`src/rtl/gelu_arb_pkg.sv`:
```
// gelu_arb_pkg: shared data width, port id and tag-stage types for the GELU arbiter
package gelu_arb_pkg;
    localparam int DATA_W = 8;
    typedef logic port_t;
    typedef struct packed {
        logic  valid;
        port_t port;
    } tag_t;
endpackage

```
`src/rtl/gelu_arb_fifo.sv`:
```
// gelu_arb_fifo: per-requester result buffer, power-of-two depth, wrapping pointers
// Ports: clk, reset (async, active-high); wr/wdata push; rd pops head when non-empty;
//        rdata = head entry (0 while in reset); count = current occupancy 0..DEPTH
module gelu_arb_fifo
    import gelu_arb_pkg::*;
#(
    parameter int DEPTH = 4
) (
    input  logic                    clk,
    input  logic                    reset,
    input  logic                    wr,
    input  logic [DATA_W-1:0]       wdata,
    input  logic                    rd,
    output logic [DATA_W-1:0]       rdata,
    output logic [$clog2(DEPTH):0]  count
);
    localparam int AW = $clog2(DEPTH);
    logic [DATA_W-1:0] mem [DEPTH];
    logic [AW-1:0] wptr, rptr;
    logic do_rd;
    assign do_rd = rd && count != '0;
    assign rdata = reset ? '0 : mem[rptr];
    always_ff @(posedge clk)
        if (wr) mem[wptr] <= wdata;
    always_ff @(posedge clk or posedge reset) begin
        if (reset) begin
            wptr  <= '0;
            rptr  <= '0;
            count <= '0;
        end else begin
            if (wr) wptr <= wptr + AW'(1);
            if (do_rd) rptr <= rptr + AW'(1);
            count <= count + (AW+1)'(wr) - (AW+1)'(do_rd);
        end
    end
    // the issuing side reserves a slot per operand before it is accepted, so a full write is a bug
    a_no_overflow: assert property (@(posedge clk) disable iff (reset) !(wr && count == (AW+1)'(DEPTH)));
endmodule

```
`src/rtl/gelu_arbiter.sv`:
```
// gelu_arbiter: round-robin sharing of one pipelined GELU unit between two requesters
// Ports: clk, reset (async, active-high); req0/1 valid/data/ready operand inputs;
//        act_x registered operand to the unit, act_y result LAT cycles later;
//        rsp0/1 valid/data/ready in-order results per requester.
// Option: define GELU_ARB_STATS_EN to add saturating 16-bit issue_cnt0/issue_cnt1 outputs.
module gelu_arbiter
    import gelu_arb_pkg::*;
#(
    parameter int LAT        = 1,
    parameter int FIFO_DEPTH = 4
) (
    input  logic              clk,
    input  logic              reset,
    input  logic              req0_valid,
    input  logic              req1_valid,
    input  logic [DATA_W-1:0] req0_data,
    input  logic [DATA_W-1:0] req1_data,
    output logic              req0_ready,
    output logic              req1_ready,
    output logic [DATA_W-1:0] act_x,
    input  logic [DATA_W-1:0] act_y,
    output logic              rsp0_valid,
    output logic              rsp1_valid,
    output logic [DATA_W-1:0] rsp0_data,
    output logic [DATA_W-1:0] rsp1_data,
    input  logic              rsp0_ready,
    input  logic              rsp1_ready
`ifdef GELU_ARB_STATS_EN
    ,
    output logic [15:0]       issue_cnt0,
    output logic [15:0]       issue_cnt1
`endif
);
    localparam int CW = $clog2(FIFO_DEPTH) + 1;
    localparam logic [CW-1:0] DEPTH_C = CW'(FIFO_DEPTH);
    tag_t pipe [LAT+1];
    logic [CW-1:0] count0, count1, inflight0, inflight1;
    logic credit0, credit1, elig0, elig1, acc0, acc1, wr0, wr1;
    port_t last_grant;
    // a slot is reserved for every operand still in the unit, so buffered + in-flight never exceeds depth
    assign credit0 = (count0 + inflight0) < DEPTH_C;
    assign credit1 = (count1 + inflight1) < DEPTH_C;
    assign elig0   = req0_valid && credit0;
    assign elig1   = req1_valid && credit1;
    // ready looks only at credit, last grant and the other side's request, never at rsp_ready
    assign req0_ready = !reset && credit0 && (!elig1 || last_grant == 1'b1);
    assign req1_ready = !reset && credit1 && (!elig0 || last_grant == 1'b0);
    assign acc0 = req0_valid && req0_ready;
    assign acc1 = req1_valid && req1_ready;
    assign wr0  = pipe[LAT].valid && pipe[LAT].port == 1'b0;
    assign wr1  = pipe[LAT].valid && pipe[LAT].port == 1'b1;
    assign rsp0_valid = count0 != '0;
    assign rsp1_valid = count1 != '0;
    always_ff @(posedge clk or posedge reset) begin
        if (reset) begin
            act_x      <= '0;
            last_grant <= 1'b1;
            inflight0  <= '0;
            inflight1  <= '0;
            for (int i = 0; i <= LAT; i++) pipe[i] <= '0;
        end else begin
            if (acc0 || acc1) begin
                act_x      <= acc0 ? req0_data : req1_data;
                last_grant <= acc1;
            end
            pipe[0] <= '{valid: acc0 || acc1, port: acc1};
            for (int i = 1; i <= LAT; i++) pipe[i] <= pipe[i-1];
            inflight0 <= inflight0 + CW'(acc0) - CW'(wr0);
            inflight1 <= inflight1 + CW'(acc1) - CW'(wr1);
        end
    end
    gelu_arb_fifo #(.DEPTH(FIFO_DEPTH)) fifo0 (
        .clk(clk), .reset(reset), .wr(wr0), .wdata(act_y),
        .rd(rsp0_ready), .rdata(rsp0_data), .count(count0)
    );
    gelu_arb_fifo #(.DEPTH(FIFO_DEPTH)) fifo1 (
        .clk(clk), .reset(reset), .wr(wr1), .wdata(act_y),
        .rd(rsp1_ready), .rdata(rsp1_data), .count(count1)
    );
`ifdef GELU_ARB_STATS_EN
    always_ff @(posedge clk or posedge reset) begin
        if (reset) begin
            issue_cnt0 <= '0;
            issue_cnt1 <= '0;
        end else begin
            if (acc0 && issue_cnt0 != 16'hFFFF) issue_cnt0 <= issue_cnt0 + 16'd1;
            if (acc1 && issue_cnt1 != 16'hFFFF) issue_cnt1 <= issue_cnt1 + 16'd1;
        end
    end
`endif
endmodule

```
`config.mk`:
```
export PLATFORM = sky130hd
export DESIGN_NAME = gelu_arbiter
export DESIGN_NICKNAME = d
export VERILOG_FILES = /design/src/rtl/gelu_arb_pkg.sv /design/src/rtl/gelu_arb_fifo.sv /design/src/rtl/gelu_arbiter.sv
export SDC_FILE = /design/constraint.sdc
export NUM_CORES = 1
export LEC_CHECK = 0
export CORE_MARGIN = 2
export CORE_UTILIZATION = 30
export CTS_CLUSTER_SIZE = 25
export DETAILED_ROUTE_END_ITERATION = 7
export PLACE_DENSITY = 0.57
export SKIP_CTS_REPAIR_TIMING = 1
export SLEW_MARGIN = 10
export SYNTH_ARGS = -nofsm -noshare
export SYNTH_HDL_FRONTEND = slang
export SYNTH_SLANG_ARGS = --single-unit
```
`constraint.sdc`:
```
create_clock -name clk -period 3.5 [get_ports clk]
set_input_delay 0.35 -clock clk [delete_from_list [all_inputs] [get_ports clk]]
set_output_delay 0.35 -clock clk [all_outputs]
set_load 0.1 [all_outputs]
```
==> metrics.cfg <==
[critical_path]
arrival_ns=3.24
path_class=flip-flop to flip-flop
critPathMaxFanout=4
critPathLaunchType=flip-flop
worst_setup_path_end_kind=flip-flop
reg2reg_depth=12
worstPathRequired_ns=3.72

[timing]
finalHoldViolCount=0
setup_tns_ns=0
skew_ns=0.00848
fin_ws_ns=0.484
finalSetupViolCount=0
hold_slack_ns=0.347
period_share=0.862
rsz0062_at_grt=false
tightest_slew_ns=0.986
max_freq_mhz=332
slew_violations=0
max_slew_margin=0.340
period_needed_ns=3.02

[cells_and_area]
nets=364
multi_input_area_sq_um=1350
areaGrowthSynthToFinish_pct=29.2
antennaDiodeCount=0
mostFrequentLayoutCells=edfxtp_1 (64), clkdlybuf4s50_1 (39), dfrtp_1 (32)
fill_cells=1291
mostFrequentLayoutCell=edfxtp_1
regArea_sq_um=2750
drive_above_1_share=0.215
final_cell_area_sq_um=5430

[yosys]
syn_area_sq_um=4200
ys_types=29
synth_fp_nets=299
synth_cells=247
synth_seq_cells=97
ys.warnings.count=0
synth_edf_count=64
ys_async_sr_fraction=0.340
synth_flop_cell=edfxtp_1
seq_area_frac_synth=0.654
synth.avg_cell_area_sq_um=17.0

[cts]
cts_tree=built
cts_made_buffers=9
clk_latency_ns=0.34
root_buffer=clkbuf_16
clock-sinks=97
clk_pin_slew_ns=0.06
clockBufferDepth=2
h-tree-depth=3

[place]
place_ws_ns=0.458
post_dp_cell_area_sq_um=5160
gp_congestion=0.722
io_buffers=57
hpwlAfterDp_um=5140

[die]
dieArea_sq_um=15000
num_rows=43
core-area_sq_um=13800
die_y_um=122
die_width_um=122
initial_utilization=0.305
io_pins=58

[min_path]
min_delay_path_depth=0
min-delay-path-class=flip-flop to flip-flop

[route]
detail_route.vias_per_cell=4.38
drtIter0Drc=120
totalWireLength_um=7290
drc=0
drt-wirelength-per-cell_um=14.7
ant_nets=0
dr.pass1.iters=4
vias=2177

[global_routing]
grt_pass1_vias=2377
track_usage=0.107
antenna_found_initial=0
grt_pass1_wl_um=12100
grt_start_max_net_pins=26
overflow=0

[run_status]
status=completed

[run]
max_cap_viol_count=0

## layer usage
layer / share of wire / vias to the layer above / routed length [um] / GRT usage
met5: 0 / - / 0 / 0
met4: 0.016 / 0 / 116 / 0.0445
met3: 0.057 / 12 / 418 / 0.0335
met2: 0.49 / 57 / 3600 / 0.176
met1: 0.43 / 1084 / 3150 / 0.131
li1: - / 1024 / - / -
## registers in the layout, indices dropped and copies added (netlist names)
name,cells
act_x,8
fifo0.count,3
fifo0.mem,32
fifo0.rptr,2
fifo0.wptr,2
fifo1.count,3
fifo1.mem,32
fifo1.rptr,2
fifo1.wptr,2
inflight0,3
inflight1,3
last_grant,1
pipe,4
## stage by stage
stage / util / cells
3_5_place_dp: 0.375 / 481
4_1_cts: 0.394 / 497
2_1_floorplan: - / 247
5_1_grt: 0.394 / 497
3_3_place_gp: 0.375 / 481
6_report: 0.394 / 497
## synthesized netlist by cell type, types with 2 or more instances
master | n | area (sq um)
and2_1 | 23 | 144
xnor2_1 | 12 | 105
mux2_2 | 8 | 90.1
fa_1 | 4 | 80.1
inv_1 | 21 | 78.8
ha_1 | 18 | 225
mux2_1 | 8 | 90.1
buf_2 | 2 | 10.0
nor2b_1 | 2 | 12.5
o21ai_0 | 2 | 10.0
a31oi_1 | 2 | 12.5
clkbuf_1 | 5 | 18.8
edfxtp_1 | 64 | 1920
mux4_2 | 16 | 360
dfrtp_1 | 32 | 801
and3_1 | 4 | 25.0
xor2_1 | 5 | 43.8
nand2_1 | 7 | 26.3
a211oi_1 | 2 | 15.0
## final cells by class
| class | count | area share |
|---|---|---|
| flip-flops and latches | 97 | 0.506 |
| multi-input cells | 122 | 0.249 |
| repair buffers | 61 | 0.139 |
| clock buffers | 10 | 0.0422 |
| well taps | 180 | 0.0415 |
| inverters | 21 | 0.0145 |
| clock inverters | 6 | 0.00738 |
## logic make-up (layout without fill, tap and decap cells)
group / Yosys count / in the layout / synth area share
adder cells (fa/ha/maj): 22 / 22 / 0.0727
AO/OA/AOI/OAI: 10 / 10 / 0.0238
AND/OR/NAND/NOR: 40 / 40 / 0.0557
flip-flops: 97 / 97 / 0.654
XOR/XNOR: 18 / 18 / 0.0393
multiplexers: 32 / 32 / 0.129
buffers and inverters: 28 / 98 / 0.0256
## final timing paths
kind	from	end	slack, ns
min reg2reg	pipe[2]$_DFF_PP0_	pipe[0]$_DFF_PP0_	0.35
min in group asynchronous	reset	inflight0[0]$_DFF_PP0_	0.64
min	pipe[2]$_DFF_PP0_	pipe[0]$_DFF_PP0_	0.35
max reg2reg	fifo1.count[1]$_DFF_PP0_	inflight1[2]$_DFF_PP0_	0.48
max	fifo1.count[1]$_DFF_PP0_	inflight1[2]$_DFF_PP0_	0.48
max in group asynchronous	reset	fifo0.rptr[1]$_DFFE_PP0P_	2.29
## worst max-delay path, stage by stage (launching register included)
cell	delay, ns
dfrtp_1	0.43
ha_1	0.31
a31oi_1	0.20
xnor2_1	0.18
nand2b_2	0.27
a211oi_1	0.27
inv_1	0.08
ha_1	0.28
inv_1	0.04
ha_1	0.19
fa_1	0.37
xor2_1	0.16
xnor2_1	0.12
Power is not shown: default switching activity piles up to over one toggle a cycle in this logic, so the estimate is an artifact.
